**src/rtl/round_robin_fifo_distributor.sv**
```systemverilog
// Deals a single write stream in strict rotation into four independent FIFOs (a, b, c, d).
// Each channel drains on its own read enable; outputs are zero whenever not valid.
module round_robin_fifo_distributor #(
  parameter int WIDTH = 8,
  parameter int DEPTH = 8
) (
  input  logic             clk,
  input  logic             rst_n,
  input  logic             wen,
  input  logic [WIDTH-1:0] din,
  input  logic [3:0]       ren,
  output logic [WIDTH-1:0] a,
  output logic [WIDTH-1:0] b,
  output logic [WIDTH-1:0] c,
  output logic [WIDTH-1:0] d,
  output logic [3:0]       valid,
  output logic             wr_error,
  output logic [3:0]       full,
  output logic [3:0]       empty
);

  localparam int PTR_W = $clog2(DEPTH);
  localparam int CNT_W = PTR_W + 1;
  localparam logic [CNT_W-1:0] FULL_CNT = CNT_W'(DEPTH);

  logic [WIDTH-1:0] mem [4][DEPTH];
  logic [PTR_W-1:0] head [4];
  logic [PTR_W-1:0] tail [4];
  logic [CNT_W-1:0] count [4];
  logic [WIDTH-1:0] rd_data [4];
  logic [1:0]       sel;

  logic       wr_acc;
  logic [3:0] wr_ch;
  logic [3:0] rd_ok;

  always_comb begin
    // NOTE: every always_comb output gets a default first so no path can infer a latch.
    full  = '0;
    empty = '0;
    wr_ch = '0;
    rd_ok = '0;
    for (int i = 0; i < 4; i++) begin
      full[i]  = (count[i] == FULL_CNT);
      empty[i] = (count[i] == '0);
    end
    // A full target still accepts when the same edge reads from it.
    wr_acc = rst_n && wen && (!full[sel] || ren[sel]);
    for (int i = 0; i < 4; i++) begin
      wr_ch[i] = wr_acc && (sel == 2'(i));
      rd_ok[i] = rst_n && ren[i] && !empty[i];
    end
  end

  // NOTE: storage has no reset; clearing pointers and counts is enough to discard contents.
  always_ff @(posedge clk) begin
    for (int i = 0; i < 4; i++) begin
      if (wr_ch[i]) mem[i][tail[i]] <= din;
    end
  end

  // NOTE: sequential state uses non-blocking assignments only, so every read sees pre-edge values.
  always_ff @(posedge clk) begin
    if (!rst_n) begin
      sel      <= '0;
      wr_error <= 1'b0;
      valid    <= '0;
      for (int i = 0; i < 4; i++) begin
        head[i]    <= '0;
        tail[i]    <= '0;
        count[i]   <= '0;
        rd_data[i] <= '0;
      end
    end else begin
      sel      <= sel + 2'(wr_acc);
      wr_error <= wen && !wr_acc;
      valid    <= rd_ok;
      for (int i = 0; i < 4; i++) begin
        if (wr_ch[i]) tail[i] <= tail[i] + 1'b1;
        if (rd_ok[i]) begin
          head[i]    <= head[i] + 1'b1;
          rd_data[i] <= mem[i][head[i]];
        end else begin
          rd_data[i] <= '0;
        end
        case ({wr_ch[i], rd_ok[i]})
          2'b10:   count[i] <= count[i] + 1'b1;
          2'b01:   count[i] <= count[i] - 1'b1;
          default: count[i] <= count[i];
        endcase
      end
    end
  end

  assign a = rd_data[0];
  assign b = rd_data[1];
  assign c = rd_data[2];
  assign d = rd_data[3];

endmodule

```
**config.mk**
```make
export PLATFORM = sky130hd
export DESIGN_NAME = round_robin_fifo_distributor
export DESIGN_NICKNAME = d
export VERILOG_FILES = /design/src/rtl/round_robin_fifo_distributor.sv
export SDC_FILE = /design/constraint.sdc
export NUM_CORES = 1
export LEC_CHECK = 0
export ABC_CLOCK_PERIOD_IN_PS = 4900
export BUFFER_PORTS_ARGS = -buffer_cell sky130_fd_sc_hd__buf_2
export CELL_PAD_IN_SITES_DETAIL_PLACEMENT = 0
export CELL_PAD_IN_SITES_GLOBAL_PLACEMENT = 1
export CORE_MARGIN = 2
export CORE_UTILIZATION = 50
export DETAILED_ROUTE_END_ITERATION = 8
export HOLD_SLACK_MARGIN = 0.12
export PLACE_DENSITY_LB_ADDON = 0.12
export SLEW_MARGIN = 20
export SYNTH_ARGS = -nofsm -noshare
export SYNTH_HDL_FRONTEND = slang
export SYNTH_SLANG_ARGS = --single-unit
```
**constraint.sdc**
```tcl
create_clock -name clk -period 4.9 [get_ports clk]
set_input_delay 0.245 -clock clk [delete_from_list [all_inputs] [get_ports clk]]
set_output_delay 0.245 -clock clk [all_outputs]
set_load 0.01 [all_outputs]
```
==> flow_summary_export.csv, run 1 <==
group,metric,value,unit
finish,fill_cells,2045,
drt,wl_met2,12500,um
floorplan,start_util,0.510,
cts,htree_levels,2,
synth,synth_compound_area_frac,0.0143,
cts,cts_buffers,36,
global_route,grt_pass1_wl,41600,um
finish,seqCellArea,0.00999,mm2
drt,vias,6933,
critical_path,arrival,3.91,ns
drt,routedWlPerCell,21.5,um
min_path,hold_end,"wr_error$_SDFF_PN0_",
placed_design,numPortBuffers,59,
drt,drtIter0Drc,419,
finish,fin_cells,1221,
synth,synthAdderAreaFrac,0.0200,
min_path,min-delay-start,"wen",
floorplan,io_pins,60,
synth,synthTopCellsByArea,"edfxtp_1 (71%), mux4_2 (11%), mux2i_1 (2.5%), ha_1 (2.0%), nor2_1 (1.9%)",
finish,layout-area-overhead-vs-synth,14.4,%
power,ir_drop,0.000277,V
synth,synth-edff-count,328,
synth,yosysWarnings,0,
cts,cts_tree,"yes",
power,p_per_area,394,mW/mm2
synth,syn_area_per_cell,18.5,um2
drt,wl_met3,1450,um
global_route,antenna_found_initial,0,
cts,cts_root_buf,"clkbuf_16",
cts,clockBufferDepth,3,
min_path,hp-class,"input port to flip-flop",
synth,yosysSeqAreaShare,0.724,
synth,synth-async-reset-ratio,0,
floorplan,die_y,170,um
placed_design,placed_cells_incl_taps,1158,
placed_design,hpwl,16200,um
drt,viasPerCell,5.68,
synth,post-synth-top-area-fraction,0.714,
finish,nets,894,
cts,cts_sinks,335,
critical_path,r2r_slack,1.22,ns
drt,routed.top_layer,"met4",
min_path,hold_depth,2,
floorplan,dieArea,0.0289,mm2
cts,clk_latency,0.50,ns
drt,drc_errors,0,
drt,drt_pass1_iterations,4,
synth,synth.largest_area_cell,"edfxtp_1",
critical_path,critPathCaptureType,"flip-flop",
sta,grt_setup_unrepaired,"false",
synth,synth-seq-cells,335,
drt,drt_wl_total,26300,um
synth,yosys_most_used_dff,"edfxtp_1",
critical_path,reg2reg_to,"count[2][2]$_SDFFCE_PN0P_",
global_route,grt_max_degree,38,
finish,stdcell_area,0.0158,mm2
global_route,track_usage,0.191,
critical_path,crit_type,"flip-flop to flip-flop",
finish,multi_input_area,0.00373,mm2
sta,finalSetupViolCount,0,
power,finalPower,6.22,mW
synth,synth_top_family_by_area,"multiplexers",
critical_path,rr_startpoint,"count[3][0]$_DFFE_PP_",
sta,fmax,0.272,GHz
cts,hold_buffers,0,
synth,synth_area,0.0138,mm2
critical_path,cp.required,5.13,ns
floorplan,die_w,170,um
sta,fin_tns_setup,0,ns
sta,min_period,3.68,ns
cts,cts-resized-gates,0,
cts,post_cts_buffers,0,
finish,diodes,0,
sta,tightest_slew,1.05,ns
placed_design,place.gp.congestion,0.758,
run,drv_cap,0,
outcome,status,"finished, final reports clean",
global_route,grt_pass1_vias,7355,
critical_path,reg2reg_depth,14,
cts,clk_transition_reported_paths,0.05,ns
placed_design,post_dp_cell_area,0.0146,mm2
power,p_leak,5.38,nW
synth,ys_types,45,
synth,yosys.cell_count.top_type,"edfxtp_1",
drt,antenna_left,0,
floorplan,core_region_area,0.0270,mm2
sta,slew_headroom,0.301,
global_route,gr-total-overflow,0,
sta,maxSlewViolCount,0,
floorplan,num_rows,60,
synth,synth-xor-area-share,0.00953,
sta,hold_viol,0,
critical_path,crit_path_max_fanout,32,
drt,wl_met1,11500,um
synth,synth_simple_gate_area_frac,0.0807,
finish,drive_above_1_share,0.243,
synth,synth_mux_area_frac,0.132,
critical_path,start_kind,"flip-flop",
sta,finalCritPeriodShare,0.751,
sta,fin_skew,0.00949,ns
sta,holdWs,0.190,ns
synth,synth_cells,747,
synth,ys_top_cells_by_count,"edfxtp_1 (328), nor2_1 (68), mux4_2 (65)",
registers in the layout, summed over array words and instances (netlist names):
signal / flops
rd_data: 32
head: 12
tail: 12
mem: 256
sel: 2
wr_error: 1
count: 16
valid: 4
cell usage in the layout, fill, tap and decap left out, types with 9 or more instances in the layout:
| cell | n |
|---|---|
| edfxtp_1 | 328 |
| nor2_1 | 68 |
| mux4_2 | 65 |
| buf_2 | 59 |
| clkbuf_16 | 37 |
| mux2i_1 | 35 |
| conb_1 | 32 |
| nand2_1 | 23 |
| ha_1 | 22 |
| buf_4 | 20 |
| nor4_1 | 17 |
| nor3_1 | 13 |
| inv_1 | 13 |
| clkbuf_1 | 13 |
| xnor2_1 | 11 |
| nand3_1 | 11 |
| o21ai_0 | 10 |
| nor4b_4 | 9 |
| nand2b_1 | 9 |
cell families after synthesis:
family / count (synthesis)
other: 1
buffers and inverters: 55
and+or+nand+nor: 189
muxes: 100
xor gates and xnor gates: 15
AOI/OAI and AO/OA: 30
DFF: 335
adders and majority gates: 22
layout make-up:
type | count | share of cell area
Sequential cell | 335 | 0.633
Multi-Input combinational cell | 388 | 0.236
Clock buffer | 51 | 0.0627
Timing Repair Buffer | 83 | 0.0326
Tap cell | 341 | 0.0271
Clock inverter | 10 | 0.00476
Inverter | 13 | 0.00309
per-layer routing:
metal  global-route usage  vias to the layer above
li1                     -                     3159
met1                0.265                     3561
met2                0.304                      166
met3               0.0381                       47
met4               0.0680                        0
met5                    0                        -
critical path, cell delays in order (launching register included):
cell and delay, ns:
edfxtp_1 0.46, inv_1 0.14, ha_1 0.21, and3b_1 0.20, a32oi_1 0.10, a21oi_4 0.82
or2_1 0.21, ha_1 0.21, nand2_1 0.15, xnor2_1 0.21, ha_1 0.21, nor2_1 0.06
mux2i_1 0.19, xor2_1 0.19, nor2_1 0.06
stage by stage:
step | setup slack, ns | utilization
2_1_floorplan | 2.04 | -
3_3_place_gp | 1.54 | 0.539
3_5_place_dp | 1.35 | 0.541
4_1_cts | 1.32 | 0.580
5_1_grt | 0.944 | 0.584
6_report | 1.22 | 0.584
worst max path at each step:
stage	from	endpoint	slack [ns]	cells after the start
2_1_floorplan	count[3][0]$_DFFE_PP_	count[2][2]$_SDFFCE_PN0P_	2.04	15
3_3_place_gp	count[3][0]$_DFFE_PP_	count[2][2]$_SDFFCE_PN0P_	1.54	14
3_5_place_dp	count[3][0]$_DFFE_PP_	count[2][2]$_SDFFCE_PN0P_	1.35	14
4_1_cts	count[3][0]$_DFFE_PP_	count[2][2]$_SDFFCE_PN0P_	1.32	14
5_1_grt	count[3][0]$_DFFE_PP_	count[3][0]$_DFFE_PP_	0.94	10
6_report	count[3][0]$_DFFE_PP_	count[2][2]$_SDFFCE_PN0P_	1.22	14
power breakdown:
group          total, mW  internal [mW]  switching (mW)
combinational      0.433          0.202           0.231
sequential          3.32           3.22          0.0945
clock               2.46           1.45            1.01
Power figures use the tool's default switching activity.
==> run 2, diff against run 1 <==
--- a/config.mk
+++ b/config.mk
@@ -5,7 +5,7 @@
 export SDC_FILE = /design/constraint.sdc
 export NUM_CORES = 1
 export LEC_CHECK = 0
-export ABC_CLOCK_PERIOD_IN_PS = 4900
+export ABC_CLOCK_PERIOD_IN_PS = 3400
 export BUFFER_PORTS_ARGS = -buffer_cell sky130_fd_sc_hd__buf_2
 export CELL_PAD_IN_SITES_DETAIL_PLACEMENT = 0
 export CELL_PAD_IN_SITES_GLOBAL_PLACEMENT = 1
==> constraint.sdc (replaced) <==
create_clock -name clk -period 3.4 [get_ports clk]
set_input_delay 0.17 -clock clk [delete_from_list [all_inputs] [get_ports clk]]
set_output_delay 0.17 -clock clk [all_outputs]
set_load 0.01 [all_outputs]
==> run 2 against run 1 <==
- sequential cell count stayed put
- total power is 43% higher
- cell count is 2.5% higher
- highest routed layer unchanged
- utilization is 0.50 points higher
- largest cell class unchanged
- clock power is 43% higher
- count of clock-buffer cells in the layout is 5 lower
==> flow_summary_export.csv, run 2 (synthesis gave the netlist of run 1 again) <==
group,metric,value,unit
finish,nets,923,
min_path,hp-class,"input port to flip-flop",
cts,clockBufferDepth,3,
finish,drive_above_1_share,0.268,
placed_design,pre_cts_slack,0.0491,ns
cts,cts_sinks,335,
finish,final_common_cell,"edfxtp_1",
placed_design,hpwl,16100,um
power,finalPower,8.92,mW
floorplan,start_util,0.510,
drt,vias,6969,
sta,finalSetupViolCount,0,
drt,viasPerCell,5.57,
sta,fin_tns_setup,0,ns
finish,final_cell_mix,"edfxtp_1 (328), nor2_1 (68), mux4_2 (65), buf_2 (59), buf_4 (49)",
floorplan,core_region_area,0.0270,mm2
global_route,grt_pass1_wl,40400,um
floorplan,num_rows,60,
cts,clk_transition_reported_paths,0.06,ns
critical_path,crit_path_max_fanout,14,
critical_path,crit_type,"flip-flop to flip-flop",
sta,fin_skew,0.0129,ns
sta,tightest_slew,0.876,ns
finish,fin_cells,1251,
power,p_per_area,560,mW/mm2
critical_path,arrival,3.44,ns
global_route,grt_pass1_vias,7128,
placed_design,placed_cells_incl_taps,1185,
critical_path,start_kind,"flip-flop",
finish,largest_reg_flops,256,
sta,fmax,0.312,GHz
power,p_leak,5.50,nW
critical_path,path_cells,"inv_1 -> ha_1 -> and3b_1 -> a32oi_2 -> a21oi_4 -> buf_6 -> or2_1 -> ha_1 -> nand2_2 -> xnor2_2 -> ha_2 -> nor2_1 -> mux2i_1 -> xor2_1 -> nor2_1",
run,drv_cap,0,
drt,drc_errors,0,
drt,drt_wl_total,26100,um
drt,drtIter0Drc,570,
finish,fill_cells,2044,
sta,slew_headroom,0.416,
sta,finalCritPeriodShare,0.942,
finish,diodes,0,
global_route,gr-total-overflow,0,
global_route,track_usage,0.186,
sta,setup_ws,0.196,ns
placed_design,post_dp_cell_area,0.0148,mm2
global_route,grt_max_degree,33,
outcome,status,"finished, final reports clean",
floorplan,dieArea,0.0289,mm2
drt,routedWlPerCell,20.8,um
floorplan,io_pins,60,
power,ir_drop,0.000341,V
critical_path,cpMaxStageDelayCell,"edfxtp_1",
finish,post-route-util,0.589,
sta,holdWs,0.160,ns
cts,cts_buffers,36,
floorplan,die_w,170,um
global_route,antenna_found_initial,0,
sta,hold_viol,0,
finish,layout-area-overhead-vs-synth,15.3,%
cts,htree_levels,2,
sta,min_period,3.20,ns
critical_path,cp.required,3.64,ns
floorplan,die_y,170,um
cts,cts_root_buf,"clkbuf_16",
critical_path,critPathCaptureType,"flip-flop",
critical_path,slowest_delay,0.42,ns
cts,cts_tree,"yes",
cts,clk_latency,0.50,ns
finish,stdcell_area,0.0159,mm2
drt,antenna_left,0,
drt,drt_pass1_iterations,5,
placed_design,numPortBuffers,59,
sta,maxSlewViolCount,0,
placed_design,place.gp.congestion,0.798,
[run 2: cell count changes in the layout (fill, tap and decap cells not counted), sizes merged]
cell and change:
inv +1, dlygate4sd3 +2, clkbuf -5, buf +27
clkinv +5
[run 2: final cells by class]
class | instances | area, um2 | area share
inverters | 13 | 48.8 | 0.00307
clock buffers | 46 | 960 | 0.0603
flip-flops and latches | 335 | 9990 | 0.628
clock inverters | 16 | 97.6 | 0.00613
repair buffers | 112 | 706 | 0.0444
multi-input cells | 388 | 3680 | 0.231
well taps | 341 | 427 | 0.0268
[run 2: worst max-delay path, delay by kind of cell, from the launching register on]
kind | cells | cell delay, ns
xor gates and xnor gates | 2 | 0.32
AOI/OAI and AO/OA | 2 | 0.34
adders and majority gates | 3 | 0.68
DFF | 1 | 0.42
and+or+nand+nor | 5 | 0.69
muxes | 1 | 0.22
buffers and inverters | 2 | 0.27
[run 2: power breakdown]
part,internal [mW],switching (mW),leakage (nW)
combinational,0.296,0.334,1.87
clock,2.06,1.45,0.519
sequential,4.65,0.126,3.11
[run 2: per-layer routing]
layer | vias to the layer above | share of wire | GRT usage
met2 | 143 | 0.49 | 0.305
met1 | 3570 | 0.45 | 0.264
met5 | - | 0 | 0
met4 | 0 | 0.018 | 0.0457
met3 | 43 | 0.042 | 0.0319
li1 | 3213 | - | -
[run 2: final timing paths]
path / start / endpoint / slack [ns] / cells after the start
setup / recovery: count[3][0]$_DFFE_PP_ / count[1][2]$_SDFFCE_PN0P_ / 0.20 / 15
hold reg to reg: head[0][0]$_SDFFCE_PN0P_ / head[0][0]$_SDFFCE_PN0P_ / 0.60 / 1
setup reg to reg: count[3][0]$_DFFE_PP_ / count[1][2]$_SDFFCE_PN0P_ / 0.20 / 15
hold / removal: ren[2] / valid[2]$_SDFF_PN0_ / 0.16 / 4
[run 2: repair_timing]
action	CTS	global route
hold endpoints to repair	2	0
setup buffers	0	2
gates resized for setup	0	6
setup endpoints to repair	0	2
hold buffers	2	0
